[config.mk]
export PLATFORM = sky130hd
export DESIGN_NAME = npu_cube_add_pipe_acc
export DESIGN_NICKNAME = d
export VERILOG_FILES = /design/src/rtl/npu_cube_add_pipe_acc.sv
export SDC_FILE = /design/constraint.sdc
export NUM_CORES = 1
export LEC_CHECK = 0
export ABC_AREA = 0
export CORE_UTILIZATION = 51
export CTS_CLUSTER_DIAMETER = 200
export DETAILED_ROUTE_END_ITERATION = 7
export HOLD_SLACK_MARGIN = 0.12
export PLACE_DENSITY = 0.76
export SYNTH_ARGS = -nofsm -noshare
export SYNTH_HDL_FRONTEND = slang
export SYNTH_SLANG_ARGS = --single-unit
[constraint.sdc]
create_clock -name clk -period 3.8 [get_ports clk]
set_input_delay 0.38 -clock clk [delete_from_list [all_inputs] [get_ports clk]]
set_output_delay 0.38 -clock clk [all_outputs]
set_load 0.02 [all_outputs]
[src/rtl/npu_cube_add_pipe_acc.sv]
// Cube adder-tree final level: registered 3:2 CSA, registered CPA, beat accumulator.
// Optional saturating accumulate with overflow flag: define NPU_CUBE_ACC_SAT_EN.
module npu_cube_add_pipe_acc #(
    parameter int DW     = 19,
    parameter int DWAUX  = 15,
    parameter int CAY_SH = 1,
    parameter int AUX_SH = 5,
    parameter int DWACC  = 32,
    parameter int LENW   = 8
) (
    input  logic             clk,
    input  logic             rst,
    input  logic             in_valid,
    output logic             in_ready,
    input  logic [DW-1:0]    in_sum,
    input  logic [DW-1:0]    in_cay,
    input  logic [DWAUX-1:0] in_aux,
    input  logic [LENW-1:0]  cfg_len,
    output logic             out_valid,
    input  logic             out_ready,
    output logic [DWACC-1:0] out_data,
    output logic             out_ovf
);

    logic             stall;

    logic             s1_v_q, s1_v_d;
    logic [DW-1:0]    s1_sum_q, s1_sum_d;
    logic [DW-1:0]    s1_cay_q, s1_cay_d;

    logic             s2_v_q, s2_v_d;
    logic [DWACC-1:0] s2_val_q, s2_val_d;

    logic [DWACC-1:0] acc_q, acc_d;
    logic [LENW-1:0]  cnt_q, cnt_d;
    logic [LENW-1:0]  len_q, len_d;

    logic             out_valid_q, out_valid_d;
    logic [DWACC-1:0] out_data_q, out_data_d;

    logic [DW-1:0]    op_a, op_b, op_c, aux_ext;
    logic [DW-1:0]    cpa;
    logic [LENW-1:0]  len_eff;
    logic [LENW:0]    cnt_inc;
    logic [DWACC-1:0] acc_nxt;

`ifdef NPU_CUBE_ACC_SAT_EN
    logic             ovf_q, ovf_d;
    logic             out_ovf_q, out_ovf_d;
    logic             ovf_nxt;
    logic [DWACC:0]   sum_w;
`endif

    assign stall     = out_valid_q & ~out_ready;
    assign in_ready  = ~stall;
    assign out_valid = out_valid_q;
    assign out_data  = out_data_q;

`ifdef NPU_CUBE_ACC_SAT_EN
    assign out_ovf = out_ovf_q;
`else
    assign out_ovf = 1'b0;
`endif

    // Operand alignment: weighted bits above DW-1 are dropped.
    always_comb begin
        aux_ext = DW'(in_aux);
        op_a    = in_sum;
        op_b    = in_cay << CAY_SH;
        op_c    = aux_ext << AUX_SH;
        cpa     = s1_sum_q + (s1_cay_q << 1);
    end

    always_comb begin
        s1_v_d      = s1_v_q;
        s1_sum_d    = s1_sum_q;
        s1_cay_d    = s1_cay_q;
        s2_v_d      = s2_v_q;
        s2_val_d    = s2_val_q;
        acc_d       = acc_q;
        cnt_d       = cnt_q;
        len_d       = len_q;
        out_valid_d = out_valid_q;
        out_data_d  = out_data_q;
        len_eff     = len_q;
        cnt_inc     = {1'b0, cnt_q} + {{LENW{1'b0}}, 1'b1};
        acc_nxt     = acc_q;
`ifdef NPU_CUBE_ACC_SAT_EN
        ovf_d       = ovf_q;
        out_ovf_d   = out_ovf_q;
        ovf_nxt     = ovf_q;
        sum_w       = {1'b0, acc_q} + {1'b0, s2_val_q};
`endif

        if (!stall) begin
            s1_v_d = in_valid;
            if (in_valid) begin
                s1_sum_d = op_a ^ op_b ^ op_c;
                s1_cay_d = (op_a & op_b) | (op_a & op_c) | (op_b & op_c);
            end

            s2_v_d = s1_v_q;
            if (s1_v_q) begin
                s2_val_d = DWACC'(cpa);
            end

            if (out_valid_q && out_ready) begin
                out_valid_d = 1'b0;
            end

            if (s2_v_q) begin
                // The first beat of a run latches the length for the whole run.
                if (cnt_q == '0) begin
                    len_eff = (cfg_len == '0) ? LENW'(1) : cfg_len;
                    len_d   = len_eff;
                    acc_nxt = s2_val_q;
`ifdef NPU_CUBE_ACC_SAT_EN
                    ovf_nxt = 1'b0;
`endif
                end else begin
`ifdef NPU_CUBE_ACC_SAT_EN
                    acc_nxt = sum_w[DWACC] ? '1 : sum_w[DWACC-1:0];
                    ovf_nxt = ovf_q | sum_w[DWACC];
`else
                    acc_nxt = acc_q + s2_val_q;
`endif
                end

                if (cnt_inc == {1'b0, len_eff}) begin
                    out_data_d  = acc_nxt;
                    out_valid_d = 1'b1;
                    acc_d       = '0;
                    cnt_d       = '0;
`ifdef NPU_CUBE_ACC_SAT_EN
                    out_ovf_d   = ovf_nxt;
                    ovf_d       = 1'b0;
`endif
                end else begin
                    acc_d = acc_nxt;
                    cnt_d = cnt_inc[LENW-1:0];
`ifdef NPU_CUBE_ACC_SAT_EN
                    ovf_d = ovf_nxt;
`endif
                end
            end
        end
    end

    always_ff @(posedge clk or posedge rst) begin
        if (rst) begin
            s1_v_q      <= 1'b0;
            s1_sum_q    <= '0;
            s1_cay_q    <= '0;
            s2_v_q      <= 1'b0;
            s2_val_q    <= '0;
            acc_q       <= '0;
            cnt_q       <= '0;
            len_q       <= '0;
            out_valid_q <= 1'b0;
            out_data_q  <= '0;
`ifdef NPU_CUBE_ACC_SAT_EN
            ovf_q       <= 1'b0;
            out_ovf_q   <= 1'b0;
`endif
        end else begin
            s1_v_q      <= s1_v_d;
            s1_sum_q    <= s1_sum_d;
            s1_cay_q    <= s1_cay_d;
            s2_v_q      <= s2_v_d;
            s2_val_q    <= s2_val_d;
            acc_q       <= acc_d;
            cnt_q       <= cnt_d;
            len_q       <= len_d;
            out_valid_q <= out_valid_d;
            out_data_q  <= out_data_d;
`ifdef NPU_CUBE_ACC_SAT_EN
            ovf_q       <= ovf_d;
            out_ovf_q   <= out_ovf_d;
`endif
        end
    end

endmodule

==> results of run 1 <==
## cell families after synthesis
family,synth area share [%]
muxes,9.62
xor gates and xnor gates,6.25
DFF,43.2
buffers and inverters,2.58
other,0.0469
and+or+nand+nor,12.0
adders and majority gates,10.2
AOI/OAI and AO/OA,16.1
## power by group through the flow
stage          logic, mW  clock network, mW  registers (mW)
2_1_floorplan       2.99                  0            2.33
3_3_place_gp        3.98                  0            2.31
3_5_place_dp        4.07                  0            2.32
4_1_cts             4.09               1.82            2.31
5_1_grt             4.57               1.88            2.38
6_report            4.08               1.79            2.31
## final timing paths
kind                                               start                        to  slack [ns]
worst min register to register  out_data[22]$_DFFE_PP0P_  out_data[22]$_DFFE_PP0P_        0.47
min in group clk                out_data[22]$_DFFE_PP0P_  out_data[22]$_DFFE_PP0P_        0.47
worst min-delay path                                 rst  s1_sum_q[11]$_DFFE_PP0P_        0.43
max in group asynchronous                            rst  out_data[21]$_DFFE_PP0P_        2.62
worst max-delay path             s2_val_q[4]$_DFFE_PP0P_     acc_q[31]$_DFFE_PP0P_        0.42
worst max register to register   s2_val_q[4]$_DFFE_PP0P_     acc_q[31]$_DFFE_PP0P_        0.42
## through the flow
stage	setup slack, ns	power (mW)
final	0.417	8.18
after global routing	0.159	8.82
after CTS	0.397	8.22
after floorplan	0.816	5.32
after global placement	0.461	6.29
after detailed placement	0.421	6.39
## routing by layer
layer	share of wire [%]	wire length, microns	track usage [%]
met1	46	7650	29.0
met2	47	7860	36.3
met3	4.7	772	6.24
met4	1.8	291	7.91
met5	0	0	0
## placed cells by master (no fill, tap or decap), types with 4 or more instances in the layout
cell                              instances
sky130_fd_sc_hd__dfrtp_1                138
sky130_fd_sc_hd__o31a_1                   4
sky130_fd_sc_hd__buf_4                   13
sky130_fd_sc_hd__clkbuf_16               17
sky130_fd_sc_hd__mux2i_1                  7
sky130_fd_sc_hd__a22o_1                  19
sky130_fd_sc_hd__mux2_1                   4
sky130_fd_sc_hd__mux2_2                  58
sky130_fd_sc_hd__a21oi_1                 46
sky130_fd_sc_hd__o21ai_0                 47
sky130_fd_sc_hd__bufinv_16                5
sky130_fd_sc_hd__and2_1                   5
sky130_fd_sc_hd__and3_1                  11
sky130_fd_sc_hd__xor2_1                  17
sky130_fd_sc_hd__or3_1                    5
sky130_fd_sc_hd__inv_1                   18
sky130_fd_sc_hd__nand3_1                 17
sky130_fd_sc_hd__a31oi_1                  4
sky130_fd_sc_hd__nand4_1                  5
sky130_fd_sc_hd__nor3_1                   7
sky130_fd_sc_hd__xnor2_1                 40
sky130_fd_sc_hd__ha_1                    41
sky130_fd_sc_hd__nand2_1                100
sky130_fd_sc_hd__a21o_1                  18
sky130_fd_sc_hd__or2_2                    4
sky130_fd_sc_hd__fa_1                    15
sky130_fd_sc_hd__o21ai_1                 12
sky130_fd_sc_hd__clkdlybuf4s50_1         96
sky130_fd_sc_hd__nor2_1                  26
sky130_fd_sc_hd__o211ai_1                 7
sky130_fd_sc_hd__clkinv_2                 5
sky130_fd_sc_hd__o31ai_1                 12
sky130_fd_sc_hd__nand2b_1                 4
## synthesized netlist by cell type, drive strengths merged, types with 2 or more instances
| cell type | instances |
|---|---|
| a2111oi | 3 |
| a211o | 2 |
| a211oi | 3 |
| a21boi | 2 |
| a21o | 18 |
| a21oi | 46 |
| a22o | 19 |
| a31o | 2 |
| a31oi | 4 |
| a41oi | 3 |
| and2 | 5 |
| and3 | 11 |
| buf | 11 |
| clkbuf | 20 |
| dfrtp | 138 |
| fa | 15 |
| ha | 41 |
| inv | 19 |
| mux2 | 62 |
| mux2i | 7 |
| nand2 | 100 |
| nand2b | 4 |
| nand3 | 17 |
| nand4 | 5 |
| nand4b | 2 |
| nor2 | 28 |
| nor2b | 2 |
| nor3 | 8 |
| o211ai | 7 |
| o21ai | 59 |
| o21bai | 3 |
| o22ai | 2 |
| o31a | 4 |
| o31ai | 12 |
| or2 | 4 |
| or3 | 5 |
| or3b | 2 |
| or4b | 2 |
| xnor2 | 40 |
| xor2 | 17 |
## state kept, by name, summed over array words and instances, names as in the netlist
register and flops:
len_q 8, out_valid 1, cnt_q 8, s1_v_q 1, s1_cay_q 17, s2_val_q 19
s1_sum_q 19, acc_q 32, s2_v_q 1, out_data 32
## layout make-up
cell class	count	area share (%)
Clock inverter	13	2.01
Timing Repair Buffer	112	11.3
Tap cell	211	2.67
Clock buffer	19	4.48
Multi-Input combinational cell	578	43.8
Inverter	19	0.760
Sequential cell	138	34.9
==> flow_summary.toml, run 1 <==
[grt]
first_global_vias = 5866
grt_antenna_before_repair = 0
grt_first_pass_wirelength_mm = 28.2
global_route.usage.total_pct = 22.4
grt_start_max_net_pins = 59
overflow_left_after_global_routing = 0

[pwr]
comb_power_share_pct = 49.8
power_leakage_nw = 4.39
peakVddDrop_v = 0.000470
power.clock.fraction_pct = 21.9
p_sw_mw = 3.21
p_sw_share_pct = 39.2
power.density_mw_per_mm2 = 828
sequentialPowerShare_pct = 28.3
p_int_mw = 4.97

[routing]
ant_nets = 0
routed_wirelength_mm = 16.6
drc = 0
detail_route.iter0.violations = 359
detailroute.via_count = 6003
routed_via_density = 5.51
wl_cell_microns = 15.2
detailedRoute.firstPassIterationCount = 4

[yosys]
async_reset_ff_share_pct = 100
synth_seq_cells = 138
post-synth-top-area-fraction_pct = 43.2
yosys.cell_types.count = 62
post_synth.cell_area_avg_sq_um = 10.4
synth_area_leaders = "sky130_fd_sc_hd__dfrtp_1 (43%), sky130_fd_sc_hd__mux2_2 (8.2%), sky130_fd_sc_hd__ha_1 (6.4%)"
synth-seq-area-share_pct = 43.2
synth-warning-count = 0
mappedNetlistNets = 887
syn_inst = 766
syn_area_sq_mm = 0.00799
synth_largest_area_cell = "sky130_fd_sc_hd__dfrtp_1"
synth-edff-count = 0
postSynth.topFlopCell = "sky130_fd_sc_hd__dfrtp_1"

[setup_path]
startpoint_type = "flip-flop"
crit_path_cell_trace = "ha_1 > nand2_1 > o31ai_1 > a211o_1 > a2111oi_2 > o31ai_1 > buf_4 > nand4_1 > xnor2_1 > a22o_1"
timing.setup.critical_path_class = "flip-flop to flip-flop"
crit_cells = 10
required_time_reported_for_the_critical_path_endpoint_ns = 4.11
data_arrival_time_of_the_worst_path_ns = 3.69
reg2reg_depth = 10
cpMostUsedCell = "sky130_fd_sc_hd__o31ai_1"
timing.critical_path.to_type = "flip-flop"
critical_path.top_delay_family = "compound AO/OA/AOI/OAI gates"
critical_path_peak_fanout = 6
cp_num_buf_inv = 1
timing.critical_path.slowest_stage_cell = "sky130_fd_sc_hd__o31ai_1"
cp_slowest_stage_delay_ns = 0.82

[timing]
timing.final.hold_violations = 0
shortest_clock_period_the_worst_path_allows_after_layout_ns = 3.38
tightestPinTransition_ns = 1.01
fin_crit_sh_pct = 89.0
max_slew_margin_pct = 32.8
timing.final.max_slew_violations = 0
worst_hold_slack_ns = 0.433
final.setup_skew_ns = 0.00688
rsz0062_at_grt = "no"
report.final.setup_viol = 0
finalSetupTns_ns = 0
max_freq_mhz = 296

[cells_and_area]
sequential_cell_area_sq_mm = 0.00345
insertedDiodeCount = 0
areaGrowthSynthToFinish_pct = 23.7
area_used_by_multi_input_combinational_logic_sq_mm = 0.00433
final.fill_count = 1172
final_layout_size_suffix_gt1_share_pct = 13.9
finish.net_count = 987
finish.utilization_pct = 64.8
design_area_sq_mm = 0.00988
final_cell_count_no_fill = 1090

[placement]
placed_cells_incl_taps = 1058
dpl.hpwl_mm = 11.9
routabilityCongestion = 0.904
buffer_ports.inserted = 96
postPlaceCellArea_sq_mm = 0.00924

[clock_tree]
clock_sinks = 138
root_buffer = "sky130_fd_sc_hd__clkbuf_16"
cts.repair_timing.setup_buffer_count = 0
post_cts_hold_buffer_count = 0
insertion_delay_ns = 0.43
clock_tree.buffer_depth = 2
post_cts.resized_instances = 0
clkSlewWorstSetupHoldPaths_ns = 0.06
ctsHtreeMaxLevel = 4
cts_tree = "built"
cts-buffers-inserted = 17

[die]
rows = 45
die_w_microns = 127
boundaryPins = 100
coreArea_sq_mm = 0.0153
die_area_sq_mm = 0.0162
dieHeight_microns = 127
initial_core_util_pct = 52.3

[min_path]
min-delay-path-class = "input port to async pin"

[run]
max_cap_viol_count = 0

[outcome]
status = "finished clean"
No activity file was read; power rests on OpenSTA's default activity.
==> run 2, diff against run 1 <==
SETUP_SLACK_MARGIN = 0.1   (was default)
==> results of run 2 <==
Final layout, timing and power as in run 1 (identical DEF).
